## src/rtl/gate_exerciser_pkg.sv

```systemverilog
// Shared definitions for the gate exerciser: FSM state encoding, named truth
// tables for common gates, and the settle-timer width helper.
package gate_exerciser_pkg;

   typedef enum logic [1:0] {
      S_IDLE   = 2'd0,
      S_SETTLE = 2'd1,
      S_SAMPLE = 2'd2,
      S_DONE   = 2'd3
   } state_e;

   localparam logic [3:0] TRUTH_OR2  = 4'b1110;
   localparam logic [3:0] TRUTH_AND2 = 4'b1000;
   localparam logic [3:0] TRUTH_XOR2 = 4'b0110;
   localparam logic [7:0] TRUTH_OR3  = 8'b1111_1110;
   localparam logic [7:0] TRUTH_AND3 = 8'b1000_0000;
   localparam logic [7:0] TRUTH_XOR3 = 8'b1001_0110;

   // Counter width able to hold SETTLE-1; never narrower than one bit.
   function automatic int unsigned timer_width(input int unsigned settle);
      if (settle > 32'd2) begin
         return $clog2(settle);
      end else begin
         return 32'd1;
      end
   endfunction

endpackage

```

## src/rtl/gate_exerciser_settle_timer.sv

```systemverilog
// Loadable down-counter with zero flag; times how long stim is held before
// the gate output is sampled.
module settle_timer
   import gate_exerciser_pkg::*;
#(
   parameter int unsigned WIDTH = 1
) (
   input  logic             clk,
   input  logic             rst,
   input  logic             load,
   input  logic [WIDTH-1:0] load_val,
   input  logic             en,
   output logic             zero
);

   logic [WIDTH-1:0] cnt_q;
   logic [WIDTH-1:0] cnt_d;

   // Load takes priority; decrement stops at zero.
   always_comb begin
      cnt_d = cnt_q;
      if (load) begin
         cnt_d = load_val;
      end else if (en && (cnt_q != {WIDTH{1'b0}})) begin
         cnt_d = cnt_q - {{(WIDTH-1){1'b0}}, 1'b1};
      end else begin
         cnt_d = cnt_q;
      end
   end

   // Counter register.
   always_ff @(posedge clk) begin
      if (rst) begin
         cnt_q <= {WIDTH{1'b0}};
      end else begin
         cnt_q <= cnt_d;
      end
   end

   assign zero = (cnt_q == {WIDTH{1'b0}});

endmodule

```

## src/rtl/gate_exerciser.sv

```systemverilog
// Sweeps every input vector into a combinational gate, samples its output
// after a settle time and checks it against a truth table.
module gate_exerciser
   import gate_exerciser_pkg::*;
#(
   parameter int unsigned                   N_IN   = 2,
   parameter logic [(32'd1 << N_IN)-1:0]    TRUTH  = TRUTH_OR2,
   parameter int unsigned                   SETTLE = 1
) (
   input  logic            clk,
   input  logic            rst,
   input  logic            start,
   input  logic            resp,
   output logic [N_IN-1:0] stim,
   output logic            busy,
   output logic            done,
   output logic            pass,
   output logic [N_IN:0]   err_cnt,
   output logic            fail_valid,
   output logic [N_IN-1:0] first_fail_vec
);

   localparam int unsigned     TW        = timer_width(SETTLE);
   localparam logic [TW-1:0]   SETTLE_LD = TW'(SETTLE - 32'd1);
   localparam logic [N_IN-1:0] STIM_ONE  = N_IN'(1'b1);
   localparam logic [N_IN-1:0] STIM_MAX  = {N_IN{1'b1}};
   localparam logic [N_IN:0]   ERR_ONE   = (N_IN + 1)'(1'b1);

   state_e          state_q, state_d;
   logic [N_IN-1:0] stim_q, stim_d;
   logic            busy_q, busy_d;
   logic            done_q, done_d;
   logic            pass_q, pass_d;
   logic [N_IN:0]   err_cnt_q, err_cnt_d;
   logic            fail_valid_q, fail_valid_d;
   logic [N_IN-1:0] first_fail_vec_q, first_fail_vec_d;
   logic            tmr_load;
   logic            tmr_en;
   logic            tmr_zero;
   logic            mismatch;

   settle_timer #(.WIDTH(TW)) u_settle_timer (
      .clk      (clk),
      .rst      (rst),
      .load     (tmr_load),
      .load_val (SETTLE_LD),
      .en       (tmr_en),
      .zero     (tmr_zero)
   );

   assign mismatch = (resp != TRUTH[stim_q]);

   // Next-state, stimulus and result update logic.
   always_comb begin
      state_d          = state_q;
      stim_d           = stim_q;
      busy_d           = busy_q;
      done_d           = 1'b0;
      pass_d           = pass_q;
      err_cnt_d        = err_cnt_q;
      fail_valid_d     = fail_valid_q;
      first_fail_vec_d = first_fail_vec_q;
      tmr_load         = 1'b0;
      tmr_en           = 1'b0;
      case (state_q)
         S_IDLE: begin
            if (start) begin
               state_d          = S_SETTLE;
               stim_d           = {N_IN{1'b0}};
               busy_d           = 1'b1;
               pass_d           = 1'b0;
               err_cnt_d        = {(N_IN+1){1'b0}};
               fail_valid_d     = 1'b0;
               first_fail_vec_d = {N_IN{1'b0}};
               tmr_load         = 1'b1;
            end else begin
               stim_d = {N_IN{1'b0}};
            end
         end
         S_SETTLE: begin
            if (tmr_zero) begin
               state_d = S_SAMPLE;
            end else begin
               tmr_en = 1'b1;
            end
         end
         S_SAMPLE: begin
            if (mismatch) begin
               err_cnt_d = err_cnt_q + ERR_ONE;
               if (!fail_valid_q) begin
                  fail_valid_d     = 1'b1;
                  first_fail_vec_d = stim_q;
               end else begin
                  fail_valid_d = fail_valid_q;
               end
            end else begin
               err_cnt_d = err_cnt_q;
            end
            // The sweep ends at the all-ones vector rather than wrapping.
            if (stim_q != STIM_MAX) begin
               stim_d   = stim_q + STIM_ONE;
               state_d  = S_SETTLE;
               tmr_load = 1'b1;
            end else begin
               state_d = S_DONE;
               busy_d  = 1'b0;
               done_d  = 1'b1;
               pass_d  = (err_cnt_d == {(N_IN+1){1'b0}});
            end
         end
         S_DONE: begin
            state_d = S_IDLE;
            stim_d  = {N_IN{1'b0}};
         end
         default: begin
            state_d = S_IDLE;
            stim_d  = {N_IN{1'b0}};
            busy_d  = 1'b0;
         end
      endcase
   end

   // State and output registers; reset discards any partial sweep.
   always_ff @(posedge clk) begin
      if (rst) begin
         state_q          <= S_IDLE;
         stim_q           <= {N_IN{1'b0}};
         busy_q           <= 1'b0;
         done_q           <= 1'b0;
         pass_q           <= 1'b0;
         err_cnt_q        <= {(N_IN+1){1'b0}};
         fail_valid_q     <= 1'b0;
         first_fail_vec_q <= {N_IN{1'b0}};
      end else begin
         state_q          <= state_d;
         stim_q           <= stim_d;
         busy_q           <= busy_d;
         done_q           <= done_d;
         pass_q           <= pass_d;
         err_cnt_q        <= err_cnt_d;
         fail_valid_q     <= fail_valid_d;
         first_fail_vec_q <= first_fail_vec_d;
      end
   end

   assign stim           = stim_q;
   assign busy           = busy_q;
   assign done           = done_q;
   assign pass           = pass_q;
   assign err_cnt        = err_cnt_q;
   assign fail_valid     = fail_valid_q;
   assign first_fail_vec = first_fail_vec_q;

endmodule

```

## config.mk

```make
export PLATFORM = sky130hd
export DESIGN_NAME = gate_exerciser
export DESIGN_NICKNAME = d
export VERILOG_FILES = /design/src/rtl/gate_exerciser_pkg.sv /design/src/rtl/gate_exerciser_settle_timer.sv /design/src/rtl/gate_exerciser.sv
export SDC_FILE = /design/constraint.sdc
export NUM_CORES = 1
export LEC_CHECK = 0
export ABC_AREA = 1
export CAP_MARGIN = 20
export CORE_MARGIN = 2
export CORE_UTILIZATION = 55
export DETAILED_ROUTE_END_ITERATION = 10
export DONT_BUFFER_PORTS = 1
export PLACE_DENSITY = 0.7
export SETUP_SLACK_MARGIN = 0.5
export SYNTH_ARGS = -nofsm -noshare
export SYNTH_HDL_FRONTEND = slang
export SYNTH_HIERARCHICAL = 1
export SYNTH_SLANG_ARGS = --single-unit
```

## constraint.sdc

```tcl
create_clock -name clk -period 1.8 [get_ports clk]
set_clock_uncertainty 0.2 [all_clocks]
set_input_delay 0.36 -clock clk [delete_from_list [all_inputs] [get_ports clk]]
set_output_delay 0.36 -clock clk [all_outputs]
set_load 0.1 [all_outputs]
```

==> flow_metrics.py, run 1 <==
metrics = {
    "layout": {
        "final_common_cell": "nand2_1",
        "drive_gt1_share_pct": 55.86,
        "finalNetCount": 158,
        "final_cells": 161,
        "final_util_pct": 94.06,
        "areaGrowthSynthToFinish_pct": 65.11,
        "num_antenna_cells": 0,
        "final_cell_mix": "nand2_1 (28), inv_1 (13), dfxtp_4 (12)",
    },
    "flow_run": {
        "cap_violations": 0,
    },
    "sta": {
        "setup_ws_ps": 212.3,
        "slew_viol_final": 0,
        "final.min_clock_period_ps": 1588,
        "setup_tns_ps": 0,
        "post-route-period-util_pct": 88.20,
        "max_freq_ghz": 0.6299,
        "setup_viol": 0,
        "rsz0062_at_grt": "true",
        "finalHoldViolCount": 11,
        "timing.hold.ws_ps": -93.59,
    },
    "grt": {
        "grt_pass1_wl_um": 3429,
        "grt_max_degree": 14,
        "grt_pass1_vias": 802,
        "grt_use_total_pct": 25.70,
        "overflow": 0,
        "antenna_found_initial": 0,
    },
    "placement": {
        "hpwl_um": 1279,
        "place_congestion": 0.7969,
        "pre_cts_slack_ps": 205.8,
        "dp_cells": 143,
        "port_buffers": 0,
    },
    "floorplanning": {
        "die_w_um": 42.81,
        "core_sq_mm": 0.001454,
        "start_util_pct": 56.97,
        "die-height_um": 42.81,
        "rows": 14,
        "die_area_sq_mm": 0.001832,
        "io_pins": 15,
    },
    "pwr": {
        "power_density_mw_per_mm2": 1774,
        "p_total_uw": 2426,
        "vdd_ir_drop_max_v": 0.001968,
        "p_leak_uw": 0.0005772,
    },
    "setup_path": {
        "path_cells": "inv_8, ha_4, a21oi_4, nand2_2, nor2_1, nand3_1, a21oi_2",
        "crit_path_end_kind": "flop",
        "cp-start-kind": "flop",
        "critical-path-top-delay-family": "flip-flops",
        "required_ps": 1830,
        "crit_arrival_ps": 1620,
        "critPathBufInv": 1,
        "cp_max_fo": 6,
        "worstSetupPathType": "reg2reg",
        "cp_slowest_stage_delay_ps": 400,
        "slowest_stage": "dfxtp_4",
    },
    "run_status": {
        "status": "finished, violations left",
        "violations": "hold timing",
    },
    "synthesis": {
        "yosysTopAreaCell": "dfxtp_1",
        "synth_seq_cells": 14,
        "synth-seq-area-share_pct": 33.84,
        "netlist_top_cells_area": "dfxtp_1 (34%), nand2_1 (17%), ha_1 (12%), inv_1 (9.5%), a21oi_1 (5.4%)",
        "yosysUniqueCellTypes": 19,
        "syn_nets": 134,
        "netlist_instances": 122,
        "postSynthAreaPerCell_sq_um": 6.789,
        "synth.top_cell.area_share_pct": 33.84,
        "mappedNetlistArea_sq_um": 828.3,
        "yosys_warnings": 6,
    },
    "detailed_routing": {
        "ant_nets": 0,
        "drtIter0Drc": 63,
        "via_per_inst": 5.857,
        "routedWlPerCell_um": 18.65,
        "routed_wl_um": 3003,
        "dr.pass1.iters": 4,
        "route.detailed.drc": 0,
        "vias": 943,
    },
    "hold_path": {
        "hold_path_class": "in2reg",
    },
    "clock_network": {
        "ctsLongestPathBuffers": 2,
        "clk_pin_slew_ps": 100,
        "clkLatencyLatePin_ps": 300,
        "cts-root-buf": "clkbuf_4",
        "cts_made_buffers": 3,
        "cts_tree": "built",
        "cts_max_level": 1,
        "clkSinkCount": 14,
    },
}
## worst paths after layout
kind,slack [ps],cells after the start,to,start
hold reg to reg,330,2,err_cnt[1],err_cnt[1]
setup reg to reg,210,7,pass,state_q[1]
hold / removal,-90,1,err_cnt[1],rst
setup / recovery,210,7,pass,state_q[1]
## cells by family after synthesis
family / Yosys count / share of synthesized area (%)
and+or+nand+nor: 56 / 28.10
adders and majority gates: 8 / 12.09
buffers and inverters: 24 / 10.88
AOI/OAI and AO/OA: 19 / 14.65
other: 1 / 0.4527
DFF: 14 / 33.84
## state kept, by name, indices dropped and copies added (netlist names)
| signal | count |
|---|---|
| err_cnt | 3 |
| first_fail_vec | 2 |
| state_q | 2 |
| stim | 2 |
| busy | 1 |
| done | 1 |
| fail_valid | 1 |
| pass | 1 |
| u_settle_timer/cnt_q | 1 |
## area by class of cell
class                           count  area, sq um
Sequential cell                    14        326.6
Clock inverter                      1        3.754
Multi-Input combinational cell     84        649.4
Clock buffer                        3        22.52
Fill cell                          46        86.33
Timing Repair Buffer               20        231.5
Inverter                           23        113.9
Tap cell                           16        20.02
## synth_stat cells
| master | count |
|---|---|
| a21oi_2 | 1 |
| a211oi_1 | 3 |
| clkbuf_1 | 1 |
| nand4_1 | 1 |
| o21ai_2 | 1 |
| inv_2 | 2 |
| ha_1 | 8 |
| a21oi_1 | 9 |
| o21ai_0 | 4 |
| dfxtp_1 | 14 |
| nand3_1 | 6 |
| a21oi_4 | 1 |
| nor2_1 | 6 |
| nand2_2 | 3 |
| inv_1 | 21 |
| conb_1 | 1 |
| nor3_1 | 2 |
| nand2_1 | 37 |
| or2_1 | 1 |
## metrics by stage
stage	instance area [sq um]	hold WS, ps
5_1_grt	1368	-101.8
4_1_cts	1241	-88.60
6_report	1368	-93.59
2_1_floorplan	902.1	228.7
3_3_place_gp	963.4	217.1
3_5_place_dp	963.4	218.9
## routing by layer
metal / track usage (%) / vias up / wire, um
li1: - / 429 / -
met1: 30.18 / 446 / 1162
met2: 42.73 / 54 / 1541
met3: 4.255 / 14 / 192
met4: 16.25 / 0 / 108
met5: 0 / - / 0
## where the power goes
group          switching [uW]  leakage, uW  total, uW  internal [uW]
Sequential                230     0.000124        641            410
Clock                     127    0.0000154        208           80.9
Combinational             918     0.000438       1580            659
## repair_timing
action,4_1_cts,5_1_grt
setup buffers,8,6
endpoints found under the setup margin,24,24
gates resized for setup,56,21
pin swaps,11,16
endpoints found under the hold margin,11,11
Note: power is estimated with default switching activity, not from simulation.
==> inputs of run 2 (changes only) <==
--- a/config.mk
+++ b/config.mk
@@ -5,12 +5,12 @@
 export SDC_FILE = /design/constraint.sdc
 export NUM_CORES = 1
 export LEC_CHECK = 0
-export ABC_AREA = 1
 export CAP_MARGIN = 20
 export CORE_MARGIN = 2
 export CORE_UTILIZATION = 55
 export DETAILED_ROUTE_END_ITERATION = 10
 export DONT_BUFFER_PORTS = 1
+export MAX_ROUTING_LAYER = met4
 export PLACE_DENSITY = 0.7
 export SETUP_SLACK_MARGIN = 0.5
 export SYNTH_ARGS = -nofsm -noshare
==> run 2 against run 1 <==
The flow now stops in global routing (5_1_grt). Synthesized area decreased by 3.3%. Synthesized cell count is 21% lower.
==> flow_metrics.py, run 2 <==
metrics = {
    "run_status": {
        "status": "did not finish",
        "stop_stage": "global routing (5_1_grt)",
        "error": "[ERROR DPL-0033] detailed placement checks failed during check placement.",
    },
    "floorplanning": {
        "io_pins": 15,
        "die-height_um": 42.16,
        "start_util_pct": 60.04,
        "rows": 13,
        "die_w_um": 42.16,
    },
    "synthesis": {
        "synth_flop_cell": "dfxtp_1",
        "mappedNetlistArea_sq_um": 800.8,
        "yosysTopAreaCell": "dfxtp_1",
        "yosys_warnings": 6,
        "yosysUniqueCellTypes": 33,
        "synth-seq-area-share_pct": 35.00,
        "postSynthAreaPerCell_sq_um": 8.341,
        "async_reset_ff_share_pct": 0,
        "netlist_instances": 96,
        "synthTopCellsByCount": "dfxtp_1 (14), a21oi_1 (13), ha_1 (8), nand2_1 (8), nor2_1 (7)",
        "netlist_top_cells_area": "dfxtp_1 (35%), ha_1 (13%), a21oi_1 (8.1%), nand2_1 (3.8%), nor2_1 (3.3%)",
        "synth.top_cell.area_share_pct": 35.00,
        "syn_nets": 108,
        "synth-edff-count": 0,
        "yosysMostFrequentCell": "dfxtp_1",
        "synth_seq_cells": 14,
    },
    "clock_network": {
        "cts-root-buf": "clkbuf_4",
        "cts_made_buffers": 3,
        "cts_max_level": 1,
        "ctsLongestPathBuffers": 2,
        "clkSinkCount": 14,
    },
    "sta": {
        "worst_path_end_type": "sequential cell input",
        "worstEndpointGrtRepair": "err_cnt[2]$_SDFFE_PP0P_/D",
    },
    "placement": {
        "port_buffers": 0,
        "hpwl_um": 1250,
        "place_area_sq_um": 970.9,
        "place_congestion": 0.8344,
    },
    "grt": {
        "antenna_found_initial": 0,
        "grt_max_degree": 16,
    },
}
==> run 2: cell types whose count changed after synthesis, moves of 2 or more <==
cell      previous run  this run
nand2b_1             0         3
o21a_1               0         2
nand2_1             37         8
nand3_1              6         4
nand2_2              3         1
a211oi_1             3         0
xnor2_1              0         2
a21oi_1              9        13
inv_1               21         6
==> run 2: kinds of logic after synthesis <==
family | Yosys count | synth area share [%]
DFF | 14 | 35.00
adders and majority gates | 8 | 12.50
other | 1 | 0.4683
xor gates and xnor gates | 3 | 3.282
AOI/OAI and AO/OA | 28 | 21.88
and+or+nand+nor | 32 | 20.47
muxes | 1 | 1.718
buffers and inverters | 9 | 4.687
==> run 2: repair_timing <==
| item | in CTS |
|---|---|
| buffers inserted | 11 |
| pin swaps | 11 |
| hold endpoints to repair | 13 |
| gates resized for setup | 33 |
| setup endpoints to repair | 25 |
==> run 2: stage by stage <==
| stage | hold slack [ps] | worst slack (ps) | std cells | util, % |
|---|---|---|---|---|
| 2_1_floorplan | 230.6 | 130.8 | 96 | - |
| 3_3_place_gp | 224.1 | 170.2 | 116 | 72.80 |
| 3_5_place_dp | 224.8 | 138.2 | 116 | 72.80 |
| 4_1_cts | -88.23 | 286.0 | 131 | 92.03 |
==> inputs of run 3 (changes only) <==
--- a/config.mk
+++ b/config.mk
@@ -6,13 +6,11 @@
 export NUM_CORES = 1
 export LEC_CHECK = 0
 export CAP_MARGIN = 20
-export CORE_MARGIN = 2
-export CORE_UTILIZATION = 55
+export CORE_AREA = 2 2 63 65
 export DETAILED_ROUTE_END_ITERATION = 10
+export DIE_AREA = 0 0 65 67
 export DONT_BUFFER_PORTS = 1
-export MAX_ROUTING_LAYER = met4
-export PLACE_DENSITY = 0.7
-export SETUP_SLACK_MARGIN = 0.5
+export PLACE_DENSITY_LB_ADDON = 0.15
 export SYNTH_ARGS = -nofsm -noshare
 export SYNTH_HDL_FRONTEND = slang
 export SYNTH_HIERARCHICAL = 1
==> run 3 against run 2 <==
The flow now finishes without violations. Synthesized area is the same. Synthesized cell count is the same.
==> flow_metrics.py, run 3 <==
metrics = {
    "floorplanning": {
        "die_w_um": 65,
        "io_pins": 15,
        "die-height_um": 67,
        "rows": 22,
        "die_area_sq_mm": 0.004355,
        "core_sq_mm": 0.003606,
        "start_util_pct": 22.21,
    },
    "placement": {
        "port_buffers": 0,
        "place_congestion": 0.7525,
        "hpwl_um": 1422,
        "pre_cts_slack_ps": 34.24,
        "place_area_sq_um": 982.2,
    },
    "pwr": {
        "p_leak_uw": 0.0004334,
        "vdd_ir_drop_max_v": 0.0006810,
        "power_density_mw_per_mm2": 1057,
    },
    "synthesis": {
        "yosys-mux-area-fraction_pct": 1.719,
        "synth-edff-count": 0,
        "synthSimpleGateAreaFrac_pct": 20.47,
        "synth-compound-area-share_pct": 21.88,
        "yosysTopAreaCell": "dfxtp_1",
        "mappedNetlistArea_sq_um": 800.8,
        "yosysUniqueCellTypes": 33,
        "synth_seq_cells": 14,
        "syn_nets": 108,
        "netlist_instances": 96,
        "synthTopCellsByCount": "dfxtp_1 (14), a21oi_1 (13), ha_1 (8), nand2_1 (8), nor2_1 (7)",
        "synth_xor_area_share_pct": 3.281,
        "yosysMostFrequentCell": "dfxtp_1",
        "synth_flop_cell": "dfxtp_1",
        "postSynthAreaPerCell_sq_um": 8.341,
        "synth_top_family_by_area": "compound AO/OA/AOI/OAI gates",
        "synth.top_cell.area_share_pct": 35.00,
        "yosys_warnings": 6,
        "synth-seq-area-share_pct": 35.00,
        "synth_fa_ha_area_share_pct": 12.50,
        "netlist_top_cells_area": "dfxtp_1 (35%), ha_1 (13%), a21oi_1 (8.1%), nand2_1 (3.8%), nor2_1 (3.3%)",
        "async_reset_ff_share_pct": 0,
    },
    "setup_path": {
        "path_cells": "inv_1, ha_4, mux2i_4, inv_1, a311oi_1",
        "required_ps": 1760,
        "regToRegSetupSlack_ps": 100,
        "cpMostUsedCell": "inv_1",
        "reg2reg_depth": 5,
        "cp_max_fo": 5,
        "cp-start-kind": "flop",
        "reg2reg_to": "err_cnt[2]",
        "worstSetupPathType": "reg2reg",
        "crit_arrival_ps": 1660,
        "startpoint": "state_q[0]",
        "critPathCapture": "err_cnt[2]",
        "slowest_stage": "dfxtp_1",
        "crit_path_end_kind": "flop",
        "cp_slowest_stage_delay_ps": 350,
        "r2r_start": "state_q[0]",
    },
    "sta": {
        "final.min_clock_period_ps": 1703,
        "setup_ws_ps": 96.86,
        "rsz0062_at_grt": "false",
        "slew-limit-headroom_pct": 64.62,
        "post-route-period-util_pct": 94.62,
        "max_freq_ghz": 0.5872,
        "setup_tns_ps": 0,
        "slew_viol_final": 0,
        "timing.hold.ws_ps": 130.4,
        "tightestPinTransition_ps": 530.6,
        "setup_viol": 0,
        "finalHoldViolCount": 0,
    },
    "hold_path": {
        "hold_path_class": "in2reg",
    },
    "clock_network": {
        "cts-root-buf": "clkbuf_8",
        "clkLatencyLatePin_ps": 250,
        "cts_made_buffers": 3,
        "cts_tree": "built",
        "clk_pin_slew_ps": 70,
        "cts_max_level": 1,
        "ctsLongestPathBuffers": 2,
        "clkSinkCount": 14,
    },
    "grt": {
        "antenna_found_initial": 0,
        "grt_max_degree": 14,
        "grt_use_total_pct": 10.59,
        "grt_pass1_vias": 717,
        "overflow": 0,
        "grt_pass1_wl_um": 3477,
    },
    "detailed_routing": {
        "dr.pass1.iters": 4,
        "drtIter0Drc": 22,
        "ant_nets": 0,
        "routed_wl_um": 1931,
        "route.detailed.drc": 0,
        "routedWlPerCell_um": 11.92,
        "via_per_inst": 4.432,
        "vias": 718,
    },
    "layout": {
        "finalNetCount": 127,
        "final_common_cell": "buf_4",
        "largest_register_ffs": 3,
        "design_area_sq_mm": 0.001102,
        "final_cell_mix": "buf_4 (15), a21oi_1 (13), dfxtp_1 (10)",
        "final_util_pct": 30.57,
        "drive_gt1_share_pct": 30.70,
        "areaGrowthSynthToFinish_pct": 37.66,
        "num_antenna_cells": 0,
    },
    "flow_run": {
        "cap_violations": 0,
    },
    "run_status": {
        "status": "finished, final reports clean",
    },
}
run 3: cell type report:
| class | instances | area [sq um] |
|---|---|---|
| multi-input combinational | 73 | 545.5 |
| timing repair buffer | 16 | 125.1 |
| sequential | 14 | 290.3 |
| clock buffer | 4 | 55.05 |
| inverter | 7 | 26.28 |
| fill | 396 | 2504 |
| tap | 48 | 60.06 |
run 3: critical path: cells and delay by family, from the launching register on:
kind                       cells  cell delay, ps
muxes                          1             290
DFF                            1             350
buffers and inverters          2             310
AOI/OAI and AO/OA              1             250
adders and majority gates      1             210
run 3: logic make-up after synthesis:
group,after synthesis
and+or+nand+nor,32
DFF,14
other,1
AOI/OAI and AO/OA,28
adders and majority gates,8
xor gates and xnor gates,3
muxes,1
buffers and inverters,9
run 3: worst min path at each step:
stage | startpoint | end | slack, ps | cells past startpoint
global route | rst | pass | 160 | 2
detailed placement | rst | stim[1] | 230 | 1
CTS | rst | pass | 120 | 2
floorplan | rst | err_cnt[2] | 230 | 1
global placement | rst | stim[0] | 230 | 1
finish | rst | pass | 130 | 2
run 3: power breakdown:
part / switching [uW] / internal (uW) / leakage (uW)
Sequential: 20.1 / 338 / 0.000116
Clock: 125 / 194 / 0.0000288
Combinational: 303 / 186 / 0.000288
Total: 448 / 717 / 0.000433
run 3: repair_timing:
item / in CTS / in global routing
resized for setup: 0 / 8
setup buffers: 0 / 0
endpoints found under the setup margin: 0 / 5
hold endpoints to repair: 13 / 0
hold buffers: 1 / 0
run 3: stage by stage:
stage	cells	total power [uW]
2_1_floorplan	96	698.1
5_1_grt	162	1253
3_5_place_dp	157	798.0
6_report	162	1165
3_3_place_gp	157	801.6
4_1_cts	162	1134
run 3: layer usage:
layer  global-route usage [%]  share of wire (%)  vias up
met5                        0                  0        -
met4                    3.989                1.4        0
met2                    16.49                 47       17
met3                    3.547                6.0        2
li1                         -                  -      367
met1                    13.50                 46      332
==> inputs of run 4 (changes only) <==
--- a/config.mk
+++ b/config.mk
@@ -11,6 +11,7 @@
 export DIE_AREA = 0 0 65 67
 export DONT_BUFFER_PORTS = 1
 export PLACE_DENSITY_LB_ADDON = 0.15
+export SLEW_MARGIN = 10
 export SYNTH_ARGS = -nofsm -noshare
 export SYNTH_HDL_FRONTEND = slang
 export SYNTH_HIERARCHICAL = 1
==> results of run 4 <==
No change in the layout: final DEF, timing and power equal those of run 3.
